File: src/rtl/pit_pkg.sv
// Shared encodings and constants for the programmable interval timer control unit.
package pit_pkg;

    localparam int CNT_W   = 16;
    localparam int NUM_CNT = 3;

    // Read/write format field of the control word
    localparam logic [1:0] RW_LATCH = 2'b00;
    localparam logic [1:0] RW_LSB   = 2'b01;
    localparam logic [1:0] RW_MSB   = 2'b10;
    localparam logic [1:0] RW_WORD  = 2'b11;

    // Counter operating modes
    localparam logic [2:0] MODE0 = 3'd0;
    localparam logic [2:0] MODE1 = 3'd1;
    localparam logic [2:0] MODE2 = 3'd2;
    localparam logic [2:0] MODE3 = 3'd3;
    localparam logic [2:0] MODE4 = 3'd4;
    localparam logic [2:0] MODE5 = 3'd5;

    // Control word field positions
    localparam int CW_SC_HI = 7;
    localparam int CW_SC_LO = 6;
    localparam int CW_RW_HI = 5;
    localparam int CW_RW_LO = 4;
    localparam int CW_M_HI  = 3;
    localparam int CW_M_LO  = 1;
    localparam int CW_BCD   = 0;

    localparam logic [1:0] SC_READBACK = 2'b11;
    localparam logic [1:0] ADDR_CTRL   = 2'b11;

    // Modes 6 and 7 are aliases of the two periodic modes.
    function automatic logic [2:0] map_mode(input logic [2:0] m);
        logic [2:0] r;
        case (m)
            3'd6:    r = MODE2;
            3'd7:    r = MODE3;
            default: r = m;
        endcase
        return r;
    endfunction

endpackage

File: src/rtl/pit_counter_if.sv
// Per-counter bus interface: format/mode registers, byte toggles, count latch,
// load/config strobes and the byte presented for readback.
module pit_counter_if
    import pit_pkg::*;
(
    input  logic             clk,
    input  logic             rst,
    input  logic             ctrl_wr,
    input  logic             latch_cmd,
    input  logic [1:0]       rw_in,
    input  logic [2:0]       mode_in,
    input  logic             bcd_in,
    input  logic             data_wr,
    input  logic             data_rd,
    input  logic [7:0]       din,
    input  logic [CNT_W-1:0] cur_count,
    output logic [2:0]       mode,
    output logic             bcd,
    output logic             cfg_strobe,
    output logic [CNT_W-1:0] load_value,
    output logic             load_strobe,
    output logic [7:0]       rd_byte
);

    logic [1:0]       rw_fmt;
    logic             wtog;
    logic             rtog;
    logic [7:0]       staged;
    logic             latched;
    logic [CNT_W-1:0] latch_reg;
    logic [CNT_W-1:0] rd_src;

    // Byte the next read would return: latched snapshot if held, else live count
    always_comb begin
        rd_src  = latched ? latch_reg : cur_count;
        rd_byte = 8'h00;
        case (rw_fmt)
            RW_LSB:  rd_byte = rd_src[7:0];
            RW_MSB:  rd_byte = rd_src[15:8];
            RW_WORD: rd_byte = rtog ? rd_src[15:8] : rd_src[7:0];
            default: rd_byte = 8'h00;
        endcase
    end

    // Programming, byte sequencing and latch bookkeeping; strobes are one-cycle pulses
    always_ff @(posedge clk) begin
        if (rst) begin
            rw_fmt      <= RW_LATCH;
            mode        <= MODE0;
            bcd         <= 1'b0;
            wtog        <= 1'b0;
            rtog        <= 1'b0;
            staged      <= 8'h00;
            latched     <= 1'b0;
            latch_reg   <= '0;
            load_value  <= '0;
            load_strobe <= 1'b0;
            cfg_strobe  <= 1'b0;
        end else begin
            cfg_strobe  <= ctrl_wr;
            load_strobe <= 1'b0;
            if (ctrl_wr) begin
                // Reprogramming aborts any half-done byte sequence.
                rw_fmt  <= rw_in;
                mode    <= map_mode(mode_in);
                bcd     <= bcd_in;
                wtog    <= 1'b0;
                rtog    <= 1'b0;
                latched <= 1'b0;
            end else if (latch_cmd) begin
                // A second latch before readback completes keeps the first snapshot.
                if (!latched) begin
                    latch_reg <= cur_count;
                    latched   <= 1'b1;
                end
            end else if (data_wr) begin
                case (rw_fmt)
                    RW_LSB: begin
                        load_value  <= {8'h00, din};
                        load_strobe <= 1'b1;
                    end
                    RW_MSB: begin
                        load_value  <= {din, 8'h00};
                        load_strobe <= 1'b1;
                    end
                    RW_WORD: begin
                        if (!wtog) begin
                            staged <= din;
                            wtog   <= 1'b1;
                        end else begin
                            load_value  <= {din, staged};
                            wtog        <= 1'b0;
                            load_strobe <= 1'b1;
                        end
                    end
                    default: ;
                endcase
            end else if (data_rd) begin
                case (rw_fmt)
                    RW_LSB, RW_MSB: latched <= 1'b0;
                    RW_WORD: begin
                        rtog <= ~rtog;
                        if (rtog) begin
                            latched <= 1'b0;
                        end
                    end
                    default: ;
                endcase
            end
        end
    end

endmodule

File: src/rtl/pit_control_unit.sv
// Bus-side control unit for the three-counter interval timer: address and
// control word decode, per-counter interface instances and registered readback.
module pit_control_unit
    import pit_pkg::*;
(
    input  logic                     clk,
    input  logic                     rst,
    input  logic                     cs,
    input  logic                     wr,
    input  logic                     rd,
    input  logic [1:0]               a,
    input  logic [7:0]               din,
    output logic [7:0]               dout,
    input  logic [NUM_CNT*CNT_W-1:0] cur_count,
    output logic [NUM_CNT*3-1:0]     cnt_mode,
    output logic [NUM_CNT-1:0]       cnt_bcd,
    output logic [NUM_CNT-1:0]       cfg_strobe,
    output logic [NUM_CNT*CNT_W-1:0] load_value,
    output logic [NUM_CNT-1:0]       load_strobe
);

    logic       acc_wr;
    logic       acc_rd;
    logic       ctrl_acc;
    logic [1:0] cw_sc;
    logic [1:0] cw_rw;
    logic [2:0] cw_mode;
    logic       cw_bcd;
    logic [7:0] rd_byte [NUM_CNT];
    logic [7:0] rd_sel;

    // Bus qualification; a write in the same cycle as a read drops the read
    always_comb begin
        acc_wr   = cs & wr;
        acc_rd   = cs & rd & ~wr;
        ctrl_acc = acc_wr & (a == ADDR_CTRL);
        cw_sc    = din[CW_SC_HI:CW_SC_LO];
        cw_rw    = din[CW_RW_HI:CW_RW_LO];
        cw_mode  = din[CW_M_HI:CW_M_LO];
        cw_bcd   = din[CW_BCD];
    end

    for (genvar i = 0; i < NUM_CNT; i++) begin : g_cnt
        logic sel_ctrl;
        logic sel_latch;
        logic sel_wr;
        logic sel_rd;

        assign sel_ctrl  = ctrl_acc & (cw_sc == 2'(i)) & (cw_sc != SC_READBACK) & (cw_rw != RW_LATCH);
        assign sel_latch = ctrl_acc & (cw_sc == 2'(i)) & (cw_sc != SC_READBACK) & (cw_rw == RW_LATCH);
        assign sel_wr    = acc_wr & (a == 2'(i));
        assign sel_rd    = acc_rd & (a == 2'(i));

        pit_counter_if u_cnt (
            .clk         (clk),
            .rst         (rst),
            .ctrl_wr     (sel_ctrl),
            .latch_cmd   (sel_latch),
            .rw_in       (cw_rw),
            .mode_in     (cw_mode),
            .bcd_in      (cw_bcd),
            .data_wr     (sel_wr),
            .data_rd     (sel_rd),
            .din         (din),
            .cur_count   (cur_count[i*CNT_W +: CNT_W]),
            .mode        (cnt_mode[i*3 +: 3]),
            .bcd         (cnt_bcd[i]),
            .cfg_strobe  (cfg_strobe[i]),
            .load_value  (load_value[i*CNT_W +: CNT_W]),
            .load_strobe (load_strobe[i]),
            .rd_byte     (rd_byte[i])
        );
    end

    // Readback mux; the control address reads as zero
    always_comb begin
        rd_sel = 8'h00;
        case (a)
            2'd0:    rd_sel = rd_byte[0];
            2'd1:    rd_sel = rd_byte[1];
            2'd2:    rd_sel = rd_byte[2];
            default: rd_sel = 8'h00;
        endcase
    end

    // Registered read data, held until the next accepted read
    always_ff @(posedge clk) begin
        if (rst) begin
            dout <= 8'h00;
        end else if (acc_rd) begin
            dout <= rd_sel;
        end
    end

endmodule

File: config.mk
export PLATFORM = sky130hd
export DESIGN_NAME = pit_control_unit
export DESIGN_NICKNAME = d
export VERILOG_FILES = /design/src/rtl/pit_pkg.sv /design/src/rtl/pit_counter_if.sv /design/src/rtl/pit_control_unit.sv
export SDC_FILE = /design/constraint.sdc
export NUM_CORES = 1
export LEC_CHECK = 0
export BUFFER_PORTS_ARGS = -buffer_cell sky130_fd_sc_hd__buf_2
export CAP_MARGIN = 40
export CORE_MARGIN = 1.5
export CORE_UTILIZATION = 25
export CTS_BUF_LIST = sky130_fd_sc_hd__clkbuf_16
export DETAILED_ROUTE_END_ITERATION = 10
export SLEW_MARGIN = 20
export SYNTH_ARGS = -nofsm -noshare
export SYNTH_HDL_FRONTEND = slang
export SYNTH_SLANG_ARGS = --single-unit
export TNS_END_PERCENT = 20
File: constraint.sdc
create_clock -name clk -period 2.4 [get_ports clk]
set_input_delay 0.24 -clock clk [delete_from_list [all_inputs] [get_ports clk]]
set_output_delay 0.24 -clock clk [all_outputs]
set_load 0.02 [all_outputs]
==> qor.csv, run 1 <==
stage,metric,value,unit
run_status,status,completed,
cts,CTS Buf Count,17,
synthesis,cell area after synthesis,0.007413,mm^2
sta,f_max,477.5,MHz
sta,max-slew violations,0,
cells_and_area,Layout area overhead,22.58,%
synthesis,#FFs+latches synth,161,
min_path,Hold Crit Depth,3,
power_and_ir_drop,cell leakage power,3.294,nW
cells_and_area,fill count,3049,
critical_path,CP startpoint kind,flop,
cells_and_area,layout net count,1006,
floorplanning,Core Rows,62,
sta,final setup fails,0,
floorplanning,die area,0.03070,mm^2
synthesis,compound-cell area share of the yosys netlist,0.1438,
detailed_routing,Pre-antenna DRT Iters,4,
cts,H-tree lvl count,4,
global_route,initial antenna violation count,4,
detailed_routing,routed vias,6321,
synthesis,Synth top area share,0.4348,
detailed_routing,Via density,4.753,
global_route,largest net degree at the start of global routing,81,
sta,setup tns final,0,ns
detailed_routing,drt drc,0,
synthesis,Synth Area per Inst,9.107,um^2
cts,Root Driver,clkbuf_16,
flow_run,max-cap violations,0,
sta,final period utilization,0.8725,
detailed_routing,initial drt markers,457,
synthesis,Adder-Cell Fraction of Synth Area,0.02025,
placement,HPWL Detailed,15.62,mm
cts,"Clk Latency, worst-skew pair",0.43,ns
sta,endpoints failing hold,0,
detailed_routing,Routed WL per cell,16.54,um
critical_path,crit path DAT,2.38,ns
sta,Hold Slack,0.06704,ns
floorplanning,core box area,0.02894,mm^2
detailed_routing,WL final,22.00,mm
sta,final worst path period need,2.094,ns
min_path,worst min-delay path class,primary input to flop,
cts,CTS tree,done,
sta,RSZ-0062 raised after global routing,no,
power_and_ir_drop,power per cell area,633.0,mW/mm^2
placement,routability congestion estimate,0.7272,
cts,"Hold-fix buffers, CTS",0,
critical_path,Crit Path Class,flop to flop,
synthesis,Main synth FF type,dfxtp_1,
cts,deepest clock path buffer count,2,
synthesis,post-synthesis xor/xnor area fraction,0.003544,
synthesis,Post-synth EDFFs,0,
synthesis,fraction of registers with async set/reset,0,
synthesis,Post-Syn Nets,889,
sta,Worst Max-Slew Pin Slew,0.7266,ns
detailed_routing,Final ANT Viol Nets,0,
sta,clk_skew,0.01010,ns
global_route,first-pass GRT wire length,34.79,mm
sta,Slew Limit Headroom,0.5156,
global_route,Congestion Overflow GR,0,
critical_path,crit path max fanout,16,
critical_path,CP Capture Type,flop,
cells_and_area,share of layout cells above drive strength 1,0.2235,
synthesis,Synth Area in Simple Gates,0.1845,
global_route,gr usage total,0.1444,
critical_path,r2r setup slk,0.31,ns
floorplanning,io pins,137,
cts,CTS Sinks,161,
synthesis,Yosys warnings,0,
synthesis,"Seq/Total Area, Yosys",0.4348,
power_and_ir_drop,total power,5.752,mW
critical_path,worst r2r path cells,6,
floorplanning,Initial Utilization,0.2562,
synthesis,largest family of logic cells by synthesized area,simple AND/OR/NAND/NOR gates,
cts,clock-pin slew on the worst setup and hold paths,0.07,ns
cts,Post-CTS Setup Bufs,0,
critical_path,required time of the critical path,2.68,ns
synthesis,leading area contributor after synthesis,dfxtp_1,
placement,Port Buffers,136,
floorplanning,die height,175.2,um
global_route,vias in the first global route,6230,
synthesis,synth top area cells,"dfxtp_1 (43%), mux2i_1 (16%), nor2_1 (6.6%), a21oi_1 (3.8%), a211oi_1 (2.4%)",
power_and_ir_drop,VDD IR max,0.4197,mV
floorplanning,Die X,175.2,um
cts,post_cts resized,0,
synthesis,"Distinct cells, synth",47,
synthesis,synthesized instance count,814,
synthesis,post-synthesis mux area share,0.1620,
## power by group
part	total (mW)	switching, mW	internal (mW)
logic	0.294	0.194	0.100
registers	2.68	0.00302	2.67
clock network	2.78	1.21	1.57
## stage by stage
stage / instances / cell area [um^2] / worst slack, ns / util
4_1_cts: 1327 / 9077 / 0.3112 / 0.3137
3_5_place_dp: 1295 / 8484 / 0.3131 / 0.2932
3_3_place_gp: 1294 / 8469 / 0.3712 / 0.2927
5_1_grt: 1328 / 9082 / 0.1496 / 0.3139
2_1_floorplan: 814 / 7413 / 0.2404 / -
6_report: 1330 / 9087 / 0.3060 / 0.3141
## final timing paths
| check | startpoint | end |
|---|---|---|
| min | cur_count[36] | g_cnt[2].u_cnt.latch_reg[4] |
| max | g_cnt[0].u_cnt.rw_fmt[0] | g_cnt[0].u_cnt.load_value[7] |
| min reg2reg | g_cnt[2].u_cnt.load_value[15] | g_cnt[2].u_cnt.load_value[15] |
| max reg2reg | g_cnt[0].u_cnt.rw_fmt[0] | g_cnt[0].u_cnt.load_value[7] |
## cells by family (layout without fill, tap and decap cells)
group,after synthesis,count (layout)
simple gates,278,278
flops,161,161
compound gates,160,160
mux,120,120
buf+inv,80,210
fa+ha+maj,12,12
xor+xnor,3,3
other cells,0,2
## layout make-up
cell class	instances	area, um^2	area share
tap	384	480.5	0.05287
multi-input combinational	573	3811	0.4194
clock buffer	17	425.4	0.04681
clock inverter	15	167.7	0.01845
timing repair buffer	167	933.4	0.1027
sequential	161	3223	0.3547
inverter	11	41.29	0.004544
antenna	2	5.005	0.0005507
## cell usage after synthesis, types with 4 or more instances
| cell | n |
|---|---|
| a22o_1 | 18 |
| nor3_1 | 34 |
| a41oi_1 | 8 |
| o21ai_0 | 24 |
| buf_2 | 12 |
| nand2b_1 | 9 |
| a21boi_0 | 4 |
| a211oi_1 | 24 |
| nand2_1 | 36 |
| nand3_1 | 21 |
| nand4_1 | 6 |
| nor3b_1 | 18 |
| dfxtp_1 | 161 |
| ha_1 | 12 |
| buf_1 | 6 |
| clkbuf_1 | 37 |
| buf_4 | 11 |
| nor2_1 | 131 |
| inv_1 | 10 |
| mux2i_1 | 120 |
| a21oi_1 | 57 |
| a21o_1 | 9 |
| nor4b_1 | 4 |
## cell usage in the layout (no fill, tap or decap), drive strengths merged, types with 12 or more instances in the layout
master / Yosys / routed
a211oi: 26 / 26
a21oi: 57 / 57
a22o: 18 / 18
buf: 32 / 167
clkbuf: 37 / 17
dfxtp: 161 / 161
ha: 12 / 12
inv: 11 / 21
mux2i: 120 / 120
nand2: 36 / 36
nand3: 22 / 22
nor2: 131 / 131
nor3: 37 / 37
nor3b: 18 / 18
o21ai: 24 / 24
## metal layers
| metal | up-vias | track usage | share of wire |
|---|---|---|---|
| li1 | 3117 | - | - |
| met1 | 3047 | 0.1879 | 0.47 |
| met2 | 129 | 0.2348 | 0.47 |
| met3 | 24 | 0.03568 | 0.047 |
| met4 | 4 | 0.04380 | 0.014 |
| met5 | - | 0 | 0.0010 |
## critical path, stage by stage, from the launching register on
cell	delay [ns]
dfxtp_1	0.38
inv_1	0.08
ha_1	0.31
nand2b_1	0.12
a2111o_1	0.68
a211oi_1	0.32
nor3_1	0.06
Power figures use the tool's default switching activity.
==> run 2: changes to the inputs <==
CELL_PAD_IN_SITES_DETAIL_PLACEMENT = 1   (was not set)
CELL_PAD_IN_SITES_GLOBAL_PLACEMENT = 2   (was not set)
PLACE_DENSITY_LB_ADDON = 0.1   (was not set)
==> qor.csv, run 2 (same netlist as run 1, synthesis figures left out) <==
stage,metric,value,unit,change
run_status,status,completed,,
cts,deepest clock path buffer count,2,,unchanged
detailed_routing,Routed WL per cell,18.24,um,+10%
global_route,vias in the first global route,6423,,+3.1%
cts,post_cts resized,0,,unchanged
cells_and_area,share of layout cells above drive strength 1,0.2303,,+0.006767
floorplanning,io pins,137,,unchanged
cts,CTS Buf Count,17,,unchanged
cts,CTS Sinks,161,,unchanged
min_path,worst min-delay path class,primary input to flop,,
cells_and_area,most frequent cells in the layout,"dfxtp_1 (161), buf_2 (135), nor2_1 (131)",,
detailed_routing,Pre-antenna DRT Iters,5,,+1
sta,setup tns final,0,ns,unchanged
detailed_routing,WL final,24.37,mm,+11%
cts,CTS tree,done,,
flow_run,max-cap violations,0,,unchanged
cts,clock-pin slew on the worst setup and hold paths,0.08,ns,about the same
floorplanning,die area,0.03070,mm^2,unchanged
sta,clk_skew,0.01736,ns,+0.007264 ns
detailed_routing,Via density,4.705,,-1.0%
placement,routability congestion estimate,0.7162,,-1.5%
floorplanning,core box area,0.02894,mm^2,unchanged
placement,HPWL Detailed,17.19,mm,+10%
power_and_ir_drop,cell leakage power,3.333,nW,+1.2%
floorplanning,die height,175.2,um,unchanged
critical_path,crit path max fanout,16,,unchanged
global_route,gr usage total,0.1618,,+0.01739
sta,RSZ-0062 raised after global routing,no,,
global_route,initial antenna violation count,2,,-2
sta,final worst path period need,2.082,ns,-0.01176 ns
critical_path,CP startpoint kind,flop,,
cts,H-tree lvl count,4,,unchanged
cells_and_area,"most common cell after layout, fill and taps aside",dfxtp_1,,
sta,f_max,480.2,MHz,+0.56%
cts,Post-CTS Setup Bufs,0,,unchanged
sta,max-slew violations,0,,unchanged
sta,Slew Limit Headroom,0.5818,,+0.06618
floorplanning,Core Rows,62,,unchanged
global_route,first-pass GRT wire length,37.98,mm,+9.2%
power_and_ir_drop,total power,5.929,mW,+3.1%
sta,Worst Max-Slew Pin Slew,0.6273,ns,-0.09927 ns
floorplanning,Initial Utilization,0.2562,,unchanged
floorplanning,Die X,175.2,um,unchanged
critical_path,Crit Path Class,flop to flop,,
global_route,Congestion Overflow GR,0,,unchanged
global_route,largest net degree at the start of global routing,49,,-40%
detailed_routing,Final ANT Viol Nets,0,,unchanged
cts,"Clk Latency, worst-skew pair",0.44,ns,about the same
critical_path,required time of the critical path,2.72,ns,+0.04 ns
sta,endpoints failing hold,0,,unchanged
sta,final period utilization,0.8676,,-0.004899
critical_path,CP Capture Type,flop,,
power_and_ir_drop,VDD IR max,0.4128,mV,-1.6%
cells_and_area,fill count,3410,,+12%
cts,"Hold-fix buffers, CTS",0,,unchanged
detailed_routing,drt drc,0,,unchanged
detailed_routing,routed vias,6286,,-0.55%
critical_path,crit path DAT,2.40,ns,+0.02 ns
sta,final setup fails,0,,unchanged
cells_and_area,layout net count,1013,,+0.70%
power_and_ir_drop,power per cell area,647.4,mW/mm^2,+2.3%
placement,Port Buffers,136,,unchanged
cells_and_area,Layout area overhead,23.54,%,
detailed_routing,initial drt markers,223,,-51%
cts,Root Driver,clkbuf_16,,
[run 2: layer usage]
layer / routed length [um] / up-vias / track usage
li1: - / 3140 / -
met1: 12220 / 3011 / 0.2209
met2: 10670 / 119 / 0.2507
met3: 1271 / 14 / 0.04395
met4: 195 / 2 / 0.04167
met5: 17 / - / 0
[run 2: layout make-up]
type / instances / area, um^2 / area share
timing repair buffer: 174 / 980.9 / 0.1071
clock buffer: 17 / 425.4 / 0.04645
sequential: 161 / 3223 / 0.3519
multi-input combinational: 573 / 3811 / 0.4161
clock inverter: 15 / 193.9 / 0.02117
tap: 384 / 480.5 / 0.05246
inverter: 11 / 41.29 / 0.004508
antenna: 1 / 2.502 / 0.0002732
[run 2: worst max-delay path: stages, from the launching register on]
cell and delay, ns:
dfxtp_1 0.41, ha_1 0.33, nand2_1 0.14, a211o_1 0.56, a211oi_1 0.45, nor3_1 0.07
[run 2: metrics by stage]
stage / setup WS [ns] / hold WS, ns / instance area (um^2) / cells / util
6_report: 0.3177 / 0.05384 / 9159 / 1336 / 0.3165
5_1_grt: 0.08095 / 0.04615 / 9156 / 1335 / 0.3164
4_1_cts: 0.2363 / 0.03431 / 9156 / 1335 / 0.3164
3_5_place_dp: 0.2585 / 0.4444 / 8537 / 1303 / 0.2950
3_3_place_gp: 0.2380 / 0.4381 / 8537 / 1303 / 0.2950
2_1_floorplan: 0.2404 / 0.3480 / 7413 / 814 / -
[run 2: worst paths after layout]
path	from	to	slack, ns	depth (start not counted)
setup / recovery	g_cnt[2].u_cnt.rw_fmt[1]	g_cnt[2].u_cnt.load_value[7]	0.32	5
hold / removal	cur_count[39]	g_cnt[2].u_cnt.latch_reg[7]	0.05	3
setup reg to reg	g_cnt[2].u_cnt.rw_fmt[1]	g_cnt[2].u_cnt.load_value[7]	0.32	5
hold reg to reg	g_cnt[1].u_cnt.load_value[11]	g_cnt[1].u_cnt.load_value[11]	0.45	2
[run 2: where the power goes]
part	switching [mW]	internal [mW]	leakage, nW	total, mW
logic	0.208	0.102	1.73	0.310
clock network	1.27	1.67	0.305	2.94
registers	0.00283	2.67	1.30	2.68
==> run 3: changes to the inputs <==
CTS_CLUSTER_DIAMETER = 200   (was not set)
RECOVER_POWER = 25   (was not set)
==> qor.csv, run 3 (same netlist as run 1, synthesis figures left out) <==
stage,metric,value,unit,change
sta,RSZ-0062 raised after global routing,no,,
critical_path,worst r2r path cells,5,,unchanged
power_and_ir_drop,total power,5.928,mW,about the same
sta,max-slew violations,0,,unchanged
cells_and_area,final core utilization,0.3140,,-0.002508
detailed_routing,Pre-antenna DRT Iters,5,,unchanged
power_and_ir_drop,VDD IR max,0.4129,mV,about the same
global_route,gr usage total,0.1618,,unchanged
critical_path,r2r endpoint,g_cnt[2].u_cnt.load_value[7],,
power_and_ir_drop,Sw Share,0.2496,,about the same
global_route,initial antenna violation count,2,,unchanged
critical_path,crit path max fanout,16,,unchanged
critical_path,Crit Path Class,flop to flop,,
sta,f_max,472.0,MHz,-1.7%
run_status,status,completed,,
critical_path,CP bufs+invs,0,,unchanged
cts,clock-pin slew on the worst setup and hold paths,0.07,ns,about the same
detailed_routing,Routed WL per cell,18.29,um,+0.23%
critical_path,r2r setup slk,0.28,ns,-0.04 ns
critical_path,Worst R2R Start,g_cnt[2].u_cnt.rw_fmt[1],,
sta,clk_skew,0.01708,ns,-0.0002843 ns
critical_path,crit-path cells,ha_1 -> nand2_1 -> a211o_1 -> a211oi_1 -> nor3_1,,
sta,endpoints failing hold,0,,unchanged
sta,final worst slack,0.2812,ns,-0.03649 ns
floorplanning,die area,0.03070,mm^2,unchanged
cts,H-tree lvl count,4,,unchanged
cts,Post-CTS Setup Bufs,0,,unchanged
sta,final setup fails,0,,unchanged
detailed_routing,routed vias,6274,,-0.19%
detailed_routing,initial drt markers,236,,+5.8%
floorplanning,core box area,0.02894,mm^2,unchanged
flow_run,max-cap violations,0,,unchanged
cells_and_area,most frequent cells in the layout,"dfxtp_1 (161), nor2_1 (131), mux2i_1 (120)",,
cts,"Clk Latency, worst-skew pair",0.44,ns,about the same
cts,CTS Buf Count,17,,unchanged
sta,final period utilization,0.8828,,+0.01520
cts,Root Driver,clkbuf_16,,
placement,HPWL Detailed,17.19,mm,unchanged
floorplanning,Initial Utilization,0.2562,,unchanged
critical_path,crit path DAT,2.43,ns,+0.03 ns
critical_path,CP Capture Type,flop,,
power_and_ir_drop,internal power,4.448,mW,about the same
power_and_ir_drop,Flop pwr share,0.452,,about the same
cells_and_area,"most common cell after layout, fill and taps aside",dfxtp_1,,
critical_path,Max stage delay on crit path,0.56,ns,about the same
critical_path,crit-path leading delay family,compound AO/OA/AOI/OAI gates,,
global_route,vias in the first global route,6423,,unchanged
cells_and_area,share of layout cells above drive strength 1,0.1693,,-0.06099
critical_path,required time of the critical path,2.72,ns,about the same
floorplanning,Die X,175.2,um,unchanged
power_and_ir_drop,NetSw,1.480,mW,about the same
detailed_routing,Final ANT Viol Nets,0,,unchanged
sta,Slew Limit Headroom,0.4500,,-0.1318
power_and_ir_drop,power per cell area,652.4,mW/mm^2,+0.78%
min_path,worst min-delay path class,primary input to flop,,
detailed_routing,WL final,24.43,mm,+0.23%
sta,final worst path period need,2.119,ns,+0.03649 ns
placement,routability congestion estimate,0.7162,,unchanged
power_and_ir_drop,cell leakage power,3.079,nW,-7.6%
global_route,first-pass GRT wire length,37.98,mm,unchanged
global_route,Congestion Overflow GR,0,,unchanged
cts,CTS Sinks,161,,unchanged
placement,Setup WS pre-CTS,0.2585,ns,unchanged
cts,"Hold-fix buffers, CTS",0,,unchanged
detailed_routing,Via density,4.696,,-0.19%
sta,setup tns final,0,ns,unchanged
min_path,min-delay src,cur_count[39],,
floorplanning,Core Rows,62,,unchanged
min_path,Hold Crit Depth,3,,unchanged
cts,post_cts resized,0,,unchanged
min_path,WHS Endpoint,g_cnt[2].u_cnt.latch_reg[7],,
critical_path,CP startpoint kind,flop,,
cells_and_area,fill count,3430,,+0.59%
critical_path,slowest CP cell,a211o_1,,
cells_and_area,layout net count,1013,,unchanged
global_route,largest net degree at the start of global routing,49,,unchanged
placement,Port Buffers,136,,unchanged
sta,Worst Max-Slew Pin Slew,0.8250,ns,+0.1977 ns
cells_and_area,Layout area overhead,22.57,%,
floorplanning,io pins,137,,unchanged
detailed_routing,drt drc,0,,unchanged
cts,CTS tree,done,,
power_and_ir_drop,Logic pwr share,0.052,,about the same
floorplanning,die height,175.2,um,unchanged
power_and_ir_drop,clock network fraction of design power,0.496,,about the same
cts,deepest clock path buffer count,2,,unchanged
[run 3: final cells by class]
class,instances,area (um^2),area share
multi-input combinational,573,3811,0.4194
sequential,161,3223,0.3547
timing repair buffer,174,908.4,0.09997
tap,384,480.5,0.05288
clock buffer,17,425.4,0.04682
clock inverter,15,193.9,0.02134
inverter,11,41.29,0.004544
antenna,1,2.502,0.0002754
[run 3: routing by layer]
metal  part of all wire  GRT usage
met1               0.50     0.2209
met5            0.00070          0
met2               0.44     0.2507
met4             0.0080    0.04167
met3              0.052    0.04395
[run 3: through the flow]
step	std cells	hold WS (ns)	area, um^2
floorplan	814	0.3480	7413
global placement	1303	0.4381	8537
global route	1335	0.04615	9084
CTS	1335	0.03431	9156
detailed placement	1303	0.4444	8537
finish	1336	0.05376	9086
[run 3: worst max-delay path by stage]
stage	startpoint	endpoint	slack (ns)	cells past startpoint
after global placement	g_cnt[2].u_cnt.rw_fmt[1]	g_cnt[2].u_cnt.load_value[7]	0.24	5
after CTS	g_cnt[2].u_cnt.rw_fmt[1]	g_cnt[2].u_cnt.load_value[7]	0.24	5
after detailed placement	g_cnt[2].u_cnt.rw_fmt[1]	g_cnt[2].u_cnt.load_value[7]	0.26	5
after global routing	g_cnt[2].u_cnt.rw_fmt[1]	g_cnt[2].u_cnt.load_value[7]	0.08	5
final	g_cnt[2].u_cnt.rw_fmt[1]	g_cnt[2].u_cnt.load_value[7]	0.28	5
after floorplan	g_cnt[0].u_cnt.rw_fmt[1]	g_cnt[0].u_cnt.load_value[3]	0.24	8
[run 3: worst register-to-register path, cell delays in order, from the launching register on]
cell	delay, ns
dfxtp_1	0.41
ha_1	0.34
nand2_1	0.14
a211o_1	0.56
a211oi_1	0.49
nor3_1	0.07
[run 3: power by group through the flow]
stage          logic (mW)  clock network (mW)  registers [mW]
2_1_floorplan       0.155                   0            2.74
3_3_place_gp        0.318                   0            2.74
3_5_place_dp        0.316                   0            2.74
4_1_cts             0.318                3.04            2.68
5_1_grt             0.340                3.14            2.68
6_report            0.309                2.94            2.68
